[src/rtl/afterburner_param.sv]
// afterburner_param: 2x interpolator for a DDR DAC.
// Every clock it emits one pass-through sample (data_out1) and one scaled
// average k*(x + x delayed by DSPAN) (data_out0). The two outputs stay aligned.
// Optional feature macro: AFTERBURNER_SATCOUNT_EN enables the saturation event
// counter. Without it, sat_count is tied to 0 and sat_clr is ignored.
// SHIFT must be at least 1. OW must be at most IW-1.
module afterburner_param #(
  parameter int IW    = 17,
  parameter int OW    = 16,
  parameter int CW    = 18,
  parameter int COEFF = -20956,
  parameter int DSPAN = 1,
  parameter int SHIFT = 16,
  parameter int OBIN  = 1
) (
  input  logic                 clk,
  input  logic                 rst,
  input  logic signed [IW-1:0] data,
  input  logic signed [CW-1:0] coeff_in,
  input  logic                 coeff_wr,
  input  logic                 bypass,
  input  logic                 sat_clr,
  output logic [OW-1:0]        data_out0,
  output logic [OW-1:0]        data_out1,
  output logic                 sat_flag,
  output logic [15:0]          sat_count
);

  localparam int PW   = IW + 1 + CW;
  localparam int SW   = PW - SHIFT;
  localparam int CTAP = (DSPAN - 1) / 2;
  localparam logic [OW-1:0] MSB_FLIP = (OBIN != 0) ? {1'b1, {(OW-1){1'b0}}} : '0;
  localparam logic signed [SW-1:0] OMAX = {{(SW-OW+1){1'b0}}, {(OW-1){1'b1}}};
  localparam logic signed [SW-1:0] OMIN = {{(SW-OW+1){1'b1}}, {(OW-1){1'b0}}};
  localparam logic signed [CW-1:0] K_RST = CW'(COEFF);

  logic signed [IW-1:0] dl_q [DSPAN+1];
  logic signed [IW-1:0] dl_d [DSPAN+1];
  logic signed [IW:0]   avg_q, avg_d;
  logic signed [PW-1:0] prod_q, prod_d;
  logic signed [CW-1:0] k_q, k_d;
  logic [OW-1:0]        thru1_q, thru1_d;
  logic [OW-1:0]        thru2_q, thru2_d;
  logic [OW-1:0]        out0_q, out0_d;
  logic [OW-1:0]        out1_q, out1_d;
  logic                 sat_flag_q, sat_flag_d;
  logic signed [SW-1:0] scaled;
  logic [SHIFT-1:0]     unused_prod_lsb;

  // Next-state logic: delay line, average, product and saturating output stage.
  always_comb begin
    dl_d[0] = data;
    for (int i = 1; i <= DSPAN; i++) begin
      dl_d[i] = dl_q[i-1];
    end
    avg_d   = {dl_q[0][IW-1], dl_q[0]} + {dl_q[DSPAN][IW-1], dl_q[DSPAN]};
    // Sign-extended operands, so the low PW bits of the product are the signed product.
    prod_d  = {{CW{avg_q[IW]}}, avg_q} * {{(IW+1){k_q[CW-1]}}, k_q};
    k_d     = coeff_wr ? coeff_in : k_q;
    // The centre tap keeps the pass-through sample aligned with the averaged pair.
    thru1_d = dl_q[CTAP][IW-1 -: OW];
    thru2_d = thru1_q;
    out1_d  = thru2_q ^ MSB_FLIP;

    // The dropped product LSBs give floor rounding.
    scaled          = prod_q[PW-1:SHIFT];
    unused_prod_lsb = prod_q[SHIFT-1:0];
    sat_flag_d      = 1'b0;
    if (bypass) begin
      out0_d = thru2_q ^ MSB_FLIP;
    end else if (scaled > OMAX) begin
      out0_d     = OMAX[OW-1:0] ^ MSB_FLIP;
      sat_flag_d = 1'b1;
    end else if (scaled < OMIN) begin
      out0_d     = OMIN[OW-1:0] ^ MSB_FLIP;
      sat_flag_d = 1'b1;
    end else begin
      out0_d = scaled[OW-1:0] ^ MSB_FLIP;
    end
  end

  // Pipeline registers. Reset also wins over a simultaneous coefficient write.
  always_ff @(posedge clk) begin
    if (rst) begin
      for (int i = 0; i <= DSPAN; i++) begin
        dl_q[i] <= '0;
      end
      avg_q      <= '0;
      prod_q     <= '0;
      k_q        <= K_RST;
      thru1_q    <= '0;
      thru2_q    <= '0;
      out0_q     <= MSB_FLIP;
      out1_q     <= MSB_FLIP;
      sat_flag_q <= 1'b0;
    end else begin
      for (int i = 0; i <= DSPAN; i++) begin
        dl_q[i] <= dl_d[i];
      end
      avg_q      <= avg_d;
      prod_q     <= prod_d;
      k_q        <= k_d;
      thru1_q    <= thru1_d;
      thru2_q    <= thru2_d;
      out0_q     <= out0_d;
      out1_q     <= out1_d;
      sat_flag_q <= sat_flag_d;
    end
  end

  assign data_out0 = out0_q;
  assign data_out1 = out1_q;
  assign sat_flag  = sat_flag_q;

`ifdef AFTERBURNER_SATCOUNT_EN
  logic [15:0] sat_count_q, sat_count_d;

  // Count saturated words alongside the flag. Clear has priority, and the count sticks at full scale.
  always_comb begin
    sat_count_d = sat_count_q;
    if (sat_clr) begin
      sat_count_d = '0;
    end else if (sat_flag_d && (sat_count_q != 16'hFFFF)) begin
      sat_count_d = sat_count_q + 16'd1;
    end
  end

  // Counter register.
  always_ff @(posedge clk) begin
    if (rst) begin
      sat_count_q <= '0;
    end else begin
      sat_count_q <= sat_count_d;
    end
  end

  assign sat_count = sat_count_q;
`else
  logic unused_sat_clr;
  assign unused_sat_clr = sat_clr;
  assign sat_count      = '0;
`endif

endmodule
[config.mk]
export PLATFORM = sky130hd
export DESIGN_NAME = afterburner_param
export DESIGN_NICKNAME = d
export VERILOG_FILES = /design/src/rtl/afterburner_param.sv
export SDC_FILE = /design/constraint.sdc
export NUM_CORES = 1
export LEC_CHECK = 0
export ABC_AREA = 0
export CAP_MARGIN = 30
export CORE_MARGIN = 2
export CORE_UTILIZATION = 45
export CTS_BUF_LIST = sky130_fd_sc_hd__clkbuf_2 sky130_fd_sc_hd__clkbuf_4 sky130_fd_sc_hd__clkbuf_8
export CTS_CLUSTER_SIZE = 14
export DETAILED_ROUTE_END_ITERATION = 10
export GPL_TIMING_DRIVEN = 0
export PLACE_DENSITY = 0.66
export REMOVE_ABC_BUFFERS = 1
export SLEW_MARGIN = 20
export SYNTH_ARGS = -nofsm -noshare
export SYNTH_HDL_FRONTEND = slang
export SYNTH_SLANG_ARGS = --single-unit
export TNS_END_PERCENT = 100
[constraint.sdc]
create_clock -name clk -period 6.45 [get_ports clk]
set_clock_uncertainty 0.2 [all_clocks]
set_input_delay 1.29 -clock clk [delete_from_list [all_inputs] [get_ports clk]]
set_output_delay 1.29 -clock clk [all_outputs]
set_load 0.005 [all_outputs]
# Yosys cells after proc, flatten, opt, wreduce, memory -nomap -nowiden
# Memories as Yosys holds them, arrays and structs flattened.
# Index checks and enable logic that the tools add are counted.
[totals] regBits=137 inputBits=40 mem_count=1 ramBits=34 wordCells=28
[memory_table] name="dl_q" depth=2 width=17 read_ports=2 rd_clocked_by_memory_dff=0 wr=2 line="37" source="logic signed [IW-1:0] dl_q [DSPAN+1];"
[classes] muxes=10 n_reduce_logical=1 bitwise=4 magnitude_cmp=2 n_mul=1 addsub=1
[ops] op="two-way mux 16 bit" count=3
[ops] op="multiplier 18 x 18 -> 36 bit" count=1
[ops] op="two-way mux 17 bit" count=2
[ops] op="> comparator 20 x 16 -> 1 bit (second input constant)" count=1
[ops] op="< comparator 20 x 16 -> 1 bit (second input constant)" count=1
[ops] op="adder 17 x 17 -> 18 bit" count=1
[ops] op="two-way mux 1 bit" count=5
[ops] op="NOT 1 bit" count=2
[ops] op="OR 1 bit" count=2
[ops] op="OR reduction 2 bit" count=1

# Longest topological paths before layout
# Gate-level depths: netlist of run 1.
[logic_depth] ltp_word=4 depth_mapped=25

# Worst setup path before layout of run 1
# No wires, ideal clock.
[synth_path] path_type="register -> register" from="register avg_q[17]" to="register prod_q[32]" arrival_ns=6.024 period_less_slack_ns=6.338 stages_incl_launch_ff=21 setup_slack_ns=0.112 setup_time_ns=0.114 path_cell_list="dfxtp_1 > clkbuf_1 > clkbuf_1 > nand2_1 > fa_1 > inv_1 > fa_1 > fa_1 > fa_1 > fa_1 > inv_1 > fa_1 > inv_1 > ha_1 > a21o_1 > a221o_1 > a211oi_2 > nor2_1 > a311oi_2 > xor2_1 > nor2_1"
[synth_between] elab_chain_cells=1
[synth_lines] element="from (decl)" line="39" source="logic signed [IW:0] avg_q, avg_d;"
[synth_lines] element="from (signal assigned)" line="100" source="avg_q <= avg_d;"
[synth_lines] element="multiplier 18 x 18 -> 36 bit" line="58" source="prod_d = {{CW{avg_q[IW]}}, avg_q} * {{(IW+1){k_q[CW-1]}}, k_q};"
[synth_lines] element="to (signal assigned)" line="101" source="prod_q <= prod_d;"
[synth_lines] element="to (decl)" line="40" source="logic signed [PW-1:0] prod_q, prod_d;"
# No other way between the ends.
# A chain may end at the register's enable or synchronous reset.

# Worst setup path in the final report of run 1
[layout_path] from="register avg_q[17]" to="register prod_q[34]"
# The elaborated chain is that of the path after synthesis.

==> results.sh, run 1 <==
export IMPL_synth_edf_count=0
export IMPL_num_nets_final=2284
export IMPL_worst_pin_slew_ns=0.8449
export IMPL_drive_gt1_share_pct=6.802
export IMPL_nFillCells=3374
export IMPL_report_final_slew_viol_count=0
export IMPL_die_width_um=197.1
export IMPL_ff2ff_path_depth=21
export IMPL_cts_buffer_depth=2
export IMPL_dp_cells=2243
export IMPL_initial_utilization_pct=45.71
export IMPL_post_route_worst_setup_slack_ns=0.2011
export IMPL_die_area_sq_um=38840
export IMPL_hp_class="register to register"
export IMPL_grt_pass1_vias=12820
export IMPL_min_period_ns=6.249
export IMPL_synth_cells=1773
export IMPL_ir_worst_vdd_v=0.0005349
export IMPL_finalSetupViolCount=0
export IMPL_drv_cap=0
export IMPL_rows=70
export IMPL_critical_path_required_ns=6.60
export IMPL_r2r_end="prod_q[34]"
export IMPL_path_depth=21
export IMPL_via_per_inst=5.102
export IMPL_vias=11690
export IMPL_pwr_density_cell_nw_per_um2=439.7
export IMPL_clk_pin_slew_ns=0.09
export IMPL_crit_path_end_kind="register"
export IMPL_crit_top_cell="fa_1"
export IMPL_critPathMaxStageDelay_ns=0.60
export IMPL_netlist_area_leader_share_pct=39.26
export IMPL_synth_seq_cells=139
export IMPL_critical_path_buf_inv_count=6
export IMPL_cts_sinks=139
export IMPL_multi_input_area_sq_um=12390
export IMPL_drt_total_wl_um=39020
export IMPL_port_buffer_count=71
export IMPL_max_freq_mhz=160.0
export IMPL_critPathLaunchType="register"
export IMPL_ys_flop_type="dfxtp_1"
export IMPL_fin_tns_setup_ns=0
export IMPL_syn_to_final_growth_pct=10.10
export IMPL_first_pass_iters=5
export IMPL_netlist_area_sq_um=16770
export IMPL_yosysSeqAreaShare_pct=16.59
export IMPL_path_class="register to register"
export IMPL_hold_buffers=0
export IMPL_yosys_top_cells_count="inv_1 (346), fa_1 (329), nand2_1 (209)"
export IMPL_dp_slack_ns=-0.6223
export IMPL_grt_max_degree=74
export IMPL_remaining_drc_errors=0
export IMPL_synth_area_top_cells="fa_1 (39%), dfxtp_1 (17%), ha_1 (7.8%)"
export IMPL_clock_root_buffer="clkbuf_8"
export IMPL_first_iter_violations=663
export IMPL_leakage_nw=8.875
export IMPL_synth_top_area_cell="fa_1"
export IMPL_avgSynthCellArea_sq_um=9.461
export IMPL_critical_path_top_delay_family="adder cells"
export IMPL_h_tree_depth=4
export IMPL_final_util_pct=50.33
export IMPL_wire_per_inst_um=17.03
export IMPL_synth_cell_types=72
export IMPL_hold_viol=0
export IMPL_min_from="thru2_q[15]"
export IMPL_synth_async_reset_ratio_pct=0
export IMPL_r2r_start="avg_q[17]"
export IMPL_antenna_left=0
export IMPL_status="complete, no violations"
export IMPL_crit_chain="and2_1 -> fa_1 -> inv_2 -> fa_1 -> inv_1 -> ha_4 -> clkinvlp_4 -> fa_1 -> inv_1 -> fa_1 -> inv_1 -> fa_1 -> inv_1 -> ha_1 -> and2_1 -> a21oi_2 -> a21boi_1 -> a31oi_2 -> and2_4 -> a211oi_2 -> mux2_1"
export IMPL_fin_cells=2291
export IMPL_insertion_delay_ns=0.49
export IMPL_hpwl_um=29970
export IMPL_antenna_found_initial=1
export IMPL_grt_overflow=0
export IMPL_slew_headroom_pct=43.57
export IMPL_core_sq_um=36700
export IMPL_crit_slowest_cell="fa_1"
export IMPL_numCtsBuffers=17
export IMPL_track_usage_pct=22.00
export IMPL_regArea_sq_um=2880
export IMPL_whs_path_depth=1
export IMPL_boundaryPins=89
export IMPL_worst_r2r_setup_slack_ns=0.20
export IMPL_grt_pass1_wl_um=66270
export IMPL_total_power_w=0.008121
export IMPL_arrival_ns=6.40
export IMPL_yosysMostFrequentCell="inv_1"
export IMPL_place_gp_congestion=0.8651
export IMPL_ys_warn_count=0
export IMPL_fin_crit_sh_pct=96.88
export IMPL_cts_tree="done"
export IMPL_antenna_cells=0
export IMPL_crit_fanout=10
export IMPL_hold_end="data_out1[15]"
export IMPL_die_y_um=197.1
[repair_timing]
item,in CTS,in global routing
setup buffers,3,12
setup endpoints to repair,13,11
resized for setup,40,33
pin swaps,1,3
[layout by cell type, fill, tap and decap left out, types with 6 or more instances in the layout]
cell and n:
a21oi_1 32, dfxtp_1 103, nand3_1 9, buf_4 16, mux2i_1 17, dfxtp_2 15, o21ai_0 24, and2_1 159
nor2b_1 70, clkbuf_8 17, ha_1 101, nor2_1 69, o21ai_1 6, o21a_1 6, dfxtp_4 21, fa_1 328
nand2_1 209, a21o_1 19, xnor2_1 23, conb_1 16, clkdlybuf4s50_1 69, and3_1 6, nor3_1 16, inv_1 343
nand4_1 10, xor2_1 13
[area by class of cell]
| cell class | count | share of cell area (%) |
|---|---|---|
| multi-input combinational | 1215 | 67.11 |
| sequential | 139 | 15.60 |
| inverter | 346 | 7.073 |
| timing repair buffer | 91 | 4.871 |
| tap | 468 | 3.171 |
| clock buffer | 17 | 1.267 |
| clock inverter | 15 | 0.9146 |
[metrics by stage]
| stage | cell area (sq um) | hold WS, ns |
|---|---|---|
| 4_1_cts | 18280 | 0.1972 |
| 2_1_floorplan | 16410 | 0.1629 |
| 5_1_grt | 18470 | 0.2048 |
| 3_3_place_gp | 17700 | 0.1781 |
| 3_5_place_dp | 17780 | 0.1775 |
| 6_report | 18470 | 0.1981 |
[where the power goes]
| group | internal [W] | total, W | switching (W) |
|---|---|---|---|
| Combinational | 0.00262 | 0.00626 | 0.00364 |
| Sequential | 0.000995 | 0.00112 | 0.000128 |
| Clock | 0.000294 | 0.000735 | 0.000441 |
| Total | 0.00391 | 0.00812 | 0.00421 |
[flip-flops by register name, summed over array words and instances (netlist names)]
register / flops
prod_q: 20
avg_q: 18
dl_q: 18
k_q: 18
data_out0: 16
data_out1: 16
thru1_q: 16
thru2_q: 16
sat_flag: 1
[worst register-to-register path, stage by stage, from the launching register on]
cell and delay [ns]:
dfxtp_4 0.40, and2_1 0.22, fa_1 0.60, inv_2 0.09, fa_1 0.52, inv_1 0.08
ha_4 0.35, clkinvlp_4 0.20, fa_1 0.53, inv_1 0.06, fa_1 0.53, inv_1 0.05
fa_1 0.47, inv_1 0.04, ha_1 0.34, and2_1 0.24, a21oi_2 0.21, a21boi_1 0.23
a31oi_2 0.07, and2_4 0.19, a211oi_2 0.19, mux2_1 0.34
[routing by layer]
metal,global-route usage [%],share of wire [%],vias to the layer above,wire length (um)
met2,36.34,48,325,18740
li1,-,-,5374,-
met5,0,0,-,0
met1,28.69,42,5922,16340
met4,7.909,3.2,0,1236
met3,4.661,6.9,67,2702
[worst max-delay path by stage]
stage / from / end / slack, ns
floorplan: avg_q[17] / prod_q[32] / 0.33
global placement: rst / prod_q[35] / -1.13
detailed placement: k_q[3] / prod_q[35] / -0.62
CTS: avg_q[2] / prod_q[35] / 0.006
global route: avg_q[17] / prod_q[32] / -0.008
finish: avg_q[17] / prod_q[34] / 0.20
[kinds of logic (layout without fill, tap and decap cells)]
logic type / Yosys count / after routing / share of synthesized area (%)
flip-flops: 139 / 139 / 16.59
other: 1 / 16 / 0.02235
buffers and inverters: 434 / 469 / 10.26
XOR/XNOR: 36 / 36 / 1.880
adder cells (fa/ha/maj): 434 / 434 / 47.09
AND/OR/NAND/NOR: 573 / 573 / 17.26
multiplexers: 21 / 21 / 1.283
AO/OA/AOI/OAI: 135 / 135 / 5.609
(Power assumes the default switching activity.)
==> run 2: changes to the inputs <==
--- a/config.mk
+++ b/config.mk
@@ -8,12 +8,12 @@
 export ABC_AREA = 0
 export CAP_MARGIN = 30
 export CORE_MARGIN = 2
-export CORE_UTILIZATION = 45
+export CORE_UTILIZATION = 58
 export CTS_BUF_LIST = sky130_fd_sc_hd__clkbuf_2 sky130_fd_sc_hd__clkbuf_4 sky130_fd_sc_hd__clkbuf_8
 export CTS_CLUSTER_SIZE = 14
 export DETAILED_ROUTE_END_ITERATION = 10
 export GPL_TIMING_DRIVEN = 0
-export PLACE_DENSITY = 0.66
+export PLACE_DENSITY = 0.82
 export REMOVE_ABC_BUFFERS = 1
 export SLEW_MARGIN = 20
 export SYNTH_ARGS = -nofsm -noshare
==> results.sh, run 2 (same netlist as run 1, synthesis figures left out) <==
export IMPL_report_final_slew_viol_count=0
export IMPL_clock_root_buffer="clkbuf_8"
export IMPL_critical_path_required_ns=6.58
export IMPL_arrival_ns=6.40
export IMPL_placed_cell_area_sq_um=17630
export IMPL_clk_pin_slew_ns=0.08
export IMPL_hpwl_um=29320
export IMPL_hp_class="register to register"
export IMPL_first_iter_violations=718
export IMPL_antenna_left=0
export IMPL_fin_cells=2199
export IMPL_port_buffer_count=71
export IMPL_place_gp_congestion=0.9061
export IMPL_cts_sinks=139
export IMPL_ff2ff_path_depth=18
export IMPL_track_usage_pct=26.68
export IMPL_crit_slowest_cell="dfxtp_2"
export IMPL_fin_tns_setup_ns=0
export IMPL_h_tree_depth=4
export IMPL_final_common_cell="inv_1"
export IMPL_die_y_um=174.1
export IMPL_leakage_nw=8.806
export IMPL_syn_to_final_growth_pct=8.868
export IMPL_hold_viol=0
export IMPL_met1_length_um=14850
export IMPL_ir_worst_vdd_v=0.0005443
export IMPL_path_depth=18
export IMPL_nFillCells=2219
export IMPL_antenna_cells=0
export IMPL_cts_buffer_depth=2
export IMPL_fin_crit_sh_pct=97.15
export IMPL_die_width_um=174.1
export IMPL_hold_buffers=0
export IMPL_crit_fanout=18
export IMPL_pwr_density_cell_nw_per_um2=445.5
export IMPL_die_area_sq_um=30300
export IMPL_grt_overflow=0
export IMPL_vias=12030
export IMPL_crit_chain="nand2_1 -> fa_1 -> fa_1 -> inv_1 -> fa_1 -> inv_1 -> fa_1 -> fa_1 -> fa_1 -> inv_1 -> ha_1 -> a21oi_1 -> nand3b_1 -> a311oi_2 -> or3_1 -> o21ai_2 -> a21boi_1 -> mux2_1"
export IMPL_antenna_found_initial=0
export IMPL_critPathLaunchType="register"
export IMPL_most_common_layout_cells="inv_1 (342), fa_1 (328), nand2_1 (209)"
export IMPL_largest_register_ffs=20
export IMPL_wl_met3_um=2555
export IMPL_slew_headroom_pct=41.08
export IMPL_routed_top_layer="met4"
export IMPL_drv_cap=0
export IMPL_num_nets_final=2276
export IMPL_regArea_sq_um=2895
export IMPL_path_class="register to register"
export IMPL_total_power_w=0.008136
export IMPL_wire_per_inst_um=17.20
export IMPL_via_per_inst=5.471
export IMPL_numCtsBuffers=17
export IMPL_whs_path_depth=1
export IMPL_insertion_delay_ns=0.49
export IMPL_core_sq_um=28630
export IMPL_boundaryPins=89
export IMPL_drt_total_wl_um=37820
export IMPL_cts_tree="done"
export IMPL_top_register="prod_q"
export IMPL_max_freq_mhz=159.6
export IMPL_final_cell_area_sq_um=18260
export IMPL_status="complete, no violations"
export IMPL_met2_length_um=18950
export IMPL_critical_path_top_delay_family="adder cells"
export IMPL_timing_hold_ws_ns=0.2138
export IMPL_crit_path_end_kind="register"
export IMPL_rsz0062_at_grt="yes"
export IMPL_min_period_ns=6.266
export IMPL_crit_top_cell="fa_1"
export IMPL_grt_max_degree=83
export IMPL_grt_pass1_vias=13080
export IMPL_rows=62
export IMPL_worst_pin_slew_ns=0.8806
export IMPL_initial_utilization_pct=58.60
export IMPL_remaining_drc_errors=0
export IMPL_drive_gt1_share_pct=6.501
export IMPL_dp_cells=2156
export IMPL_finalSetupViolCount=0
export IMPL_critical_path_buf_inv_count=3
export IMPL_first_pass_iters=5
export IMPL_multi_input_area_sq_um=12390
export IMPL_grt_pass1_wl_um=63890
export IMPL_critPathMaxStageDelay_ns=0.61
-- run 2: worst paths after layout --
path | slack (ns) | end | start
max | 0.18 | prod_q[31] | avg_q[11]
min | 0.21 | data_out1[15] | thru2_q[15]
max reg2reg | 0.18 | prod_q[31] | avg_q[11]
min reg2reg | 0.21 | data_out1[15] | thru2_q[15]
-- run 2: layout make-up --
class                   count  share of cell area, %
inverters                 346                  7.173
multi-input cells        1215                  67.83
repair buffers             83                  4.474
clock inverters            14                 0.7194
flip-flops and latches    139                  15.85
clock buffers              18                  1.322
well taps                 384                  2.631
-- run 2: where the power goes --
part | leakage [nW] | switching, W | internal (W)
registers | 1.16 | 0.000132 | 0.000994
clock network | 0.187 | 0.000411 | 0.000286
logic | 7.46 | 0.00367 | 0.00264
total | 8.81 | 0.00422 | 0.00392
-- run 2: metal layers --
metal  track usage, %  vias to the layer above
met1            34.02                     6176
met2            46.07                      415
met3            3.871                       88
met4            10.61                        0
met5                0                        -
li1                 -                     5351
-- run 2: what timing repair did --
| action | CTS | global route |
|---|---|---|
| endpoints found under the setup margin | 11 | 10 |
| buffers inserted | 1 | 10 |
| resized for setup | 38 | 42 |
| hold endpoints to repair | 0 | 0 |
| pin swaps | 0 | 3 |
-- run 2: through the flow --
| step | setup WS (ns) | util (%) |
|---|---|---|
| 6_report | 0.1838 | 63.80 |
| 3_5_place_dp | -0.5813 | 61.58 |
| 4_1_cts | 0.004539 | 63.14 |
| 3_3_place_gp | -0.9199 | 61.48 |
| 2_1_floorplan | 0.3276 | - |
| 5_1_grt | -0.01930 | 63.80 |
==> run 3: changes to the inputs <==
--- a/config.mk
+++ b/config.mk
@@ -8,12 +8,12 @@
 export ABC_AREA = 0
 export CAP_MARGIN = 30
 export CORE_MARGIN = 2
-export CORE_UTILIZATION = 58
+export CORE_UTILIZATION = 55
 export CTS_BUF_LIST = sky130_fd_sc_hd__clkbuf_2 sky130_fd_sc_hd__clkbuf_4 sky130_fd_sc_hd__clkbuf_8
 export CTS_CLUSTER_SIZE = 14
 export DETAILED_ROUTE_END_ITERATION = 10
 export GPL_TIMING_DRIVEN = 0
-export PLACE_DENSITY = 0.82
+export PLACE_DENSITY = 0.78
 export REMOVE_ABC_BUFFERS = 1
 export SLEW_MARGIN = 20
 export SYNTH_ARGS = -nofsm -noshare
==> results.sh, run 3 (same netlist as run 1, synthesis figures left out) <==
export IMPL_max_freq_mhz=160.6
export IMPL_critPathLaunchType="register"
export IMPL_arrival_ns=6.38
export IMPL_pwr_density_cell_nw_per_um2=448.6
export IMPL_h_tree_depth=4
export IMPL_dp_cells=2163
export IMPL_vias=11980
export IMPL_clock_root_buffer="clkbuf_8"
export IMPL_largest_register_ffs=20
export IMPL_min_from="thru2_q[15]"
export IMPL_cts_tree="done"
export IMPL_port_buffer_count=71
export IMPL_initial_utilization_pct=56.15
export IMPL_grt_max_degree=99
export IMPL_crit_path_end_kind="register"
export IMPL_fin_crit_sh_pct=96.52
export IMPL_cts_sinks=139
export IMPL_boundaryPins=89
export IMPL_status="complete, no violations"
export IMPL_num_nets_final=2281
export IMPL_syn_to_final_growth_pct=9.391
export IMPL_clk_pin_slew_ns=0.09
export IMPL_final_util_pct=61.42
export IMPL_slew_headroom_pct=37.51
export IMPL_antenna_found_initial=1
export IMPL_die_area_sq_um=31910
export IMPL_insertion_delay_ns=0.50
export IMPL_track_usage_pct=26.97
export IMPL_first_iter_violations=755
export IMPL_top_register="prod_q"
export IMPL_hp_class="register to register"
export IMPL_via_per_inst=5.419
export IMPL_fin_tns_setup_ns=0
export IMPL_ir_worst_vdd_v=0.0005247
export IMPL_drive_gt1_share_pct=6.868
export IMPL_worst_r2r_setup_slack_ns=0.22
export IMPL_final_common_cell="inv_1"
export IMPL_antenna_cells=0
export IMPL_r2r_start="k_q[11]"
export IMPL_rows=63
export IMPL_report_final_slew_viol_count=0
export IMPL_hpwl_um=29970
export IMPL_first_pass_iters=5
export IMPL_worst_pin_slew_ns=0.9339
export IMPL_remaining_drc_errors=0
export IMPL_wire_per_inst_um=17.90
export IMPL_die_y_um=178.6
export IMPL_drt_total_wl_um=39550
export IMPL_leakage_nw=8.843
export IMPL_finalSetupViolCount=0
export IMPL_fin_cells=2210
export IMPL_die_width_um=178.6
export IMPL_path_class="register to register"
export IMPL_grt_overflow=0
export IMPL_total_power_w=0.008232
export IMPL_place_gp_congestion=0.9083
export IMPL_rsz0062_at_grt="yes"
export IMPL_drv_cap=0
export IMPL_grt_pass1_vias=13230
export IMPL_r2r_end="prod_q[34]"
export IMPL_ff2ff_path_depth=18
export IMPL_grt_pass1_wl_um=65630
export IMPL_most_common_layout_cells="inv_1 (342), fa_1 (328), nand2_1 (209)"
export IMPL_crit_fanout=19
export IMPL_cts_buffer_depth=2
export IMPL_min_period_ns=6.226
export IMPL_hold_end="data_out1[15]"
export IMPL_numCtsBuffers=17
export IMPL_core_sq_um=29870
export IMPL_hold_viol=0
export IMPL_critical_path_required_ns=6.61
export IMPL_whs_path_depth=1
export IMPL_hold_buffers=0
export IMPL_antenna_left=0
-- run 3: worst max-delay path, stage by stage (launching register included) --
cell	delay, ns
dfxtp_2	0.66
nand2_1	0.13
fa_1	0.50
inv_1	0.06
fa_1	0.48
fa_1	0.53
fa_1	0.54
fa_1	0.56
inv_1	0.06
fa_1	0.57
inv_1	0.06
ha_1	0.45
nand4_1	0.18
o211ai_2	0.13
a21boi_1	0.09
a31oi_1	0.25
and2_4	0.25
a211oi_2	0.07
mux2_1	0.32
-- run 3: final cells by class --
cell class | instances | area (sq um)
flip-flops and latches | 139 | 2893
fillers | 2424 | 11520
clock inverters | 15 | 172.7
clock buffers | 17 | 234.0
multi-input cells | 1215 | 12390
well taps | 390 | 488.0
inverters | 346 | 1310
repair buffers | 88 | 862.1
-- run 3: what timing repair did --
action,in CTS,in global routing
pin swaps,0,2
endpoints found under the setup margin,11,11
setup buffers,4,11
resized for setup,41,40
-- run 3: worst max-delay path by stage --
stage | start | end | slack [ns] | depth (start not counted)
6_report | k_q[11] | prod_q[34] | 0.22 | 18
5_1_grt | k_q[1] | prod_q[34] | -0.06 | 21
4_1_cts | k_q[5] | prod_q[35] | 0.01 | 17
3_5_place_dp | avg_q[17] | prod_q[34] | -0.60 | 22
3_3_place_gp | rst | prod_q[35] | -1.0 | 4
2_1_floorplan | avg_q[17] | prod_q[32] | 0.33 | 18
-- run 3: layer usage --
layer | track usage (%) | vias to the layer above | share of wire [%]
li1 | - | 5368 | -
met1 | 33.16 | 6075 | 39
met2 | 45.61 | 435 | 49
met3 | 6.543 | 97 | 7.8
met4 | 11.04 | 0 | 3.9
met5 | 0 | - | 0
-- run 3: power by group --
part | internal, W | leakage (nW) | switching (W)
combinational | 0.00267 | 7.49 | 0.00370
sequential | 0.000994 | 1.16 | 0.000133
clock | 0.000295 | 0.196 | 0.000438
-- run 3: stage by stage --
stage / area (sq um) / setup slack (ns) / hold slack [ns]
global placement: 17610 / -0.9991 / 0.2052
global route: 18350 / -0.06091 / 0.2437
floorplan: 16410 / 0.3276 / 0.1629
CTS: 18160 / 0.01399 / 0.2191
detailed placement: 17650 / -0.5965 / 0.1830
finish: 18350 / 0.2242 / 0.2234
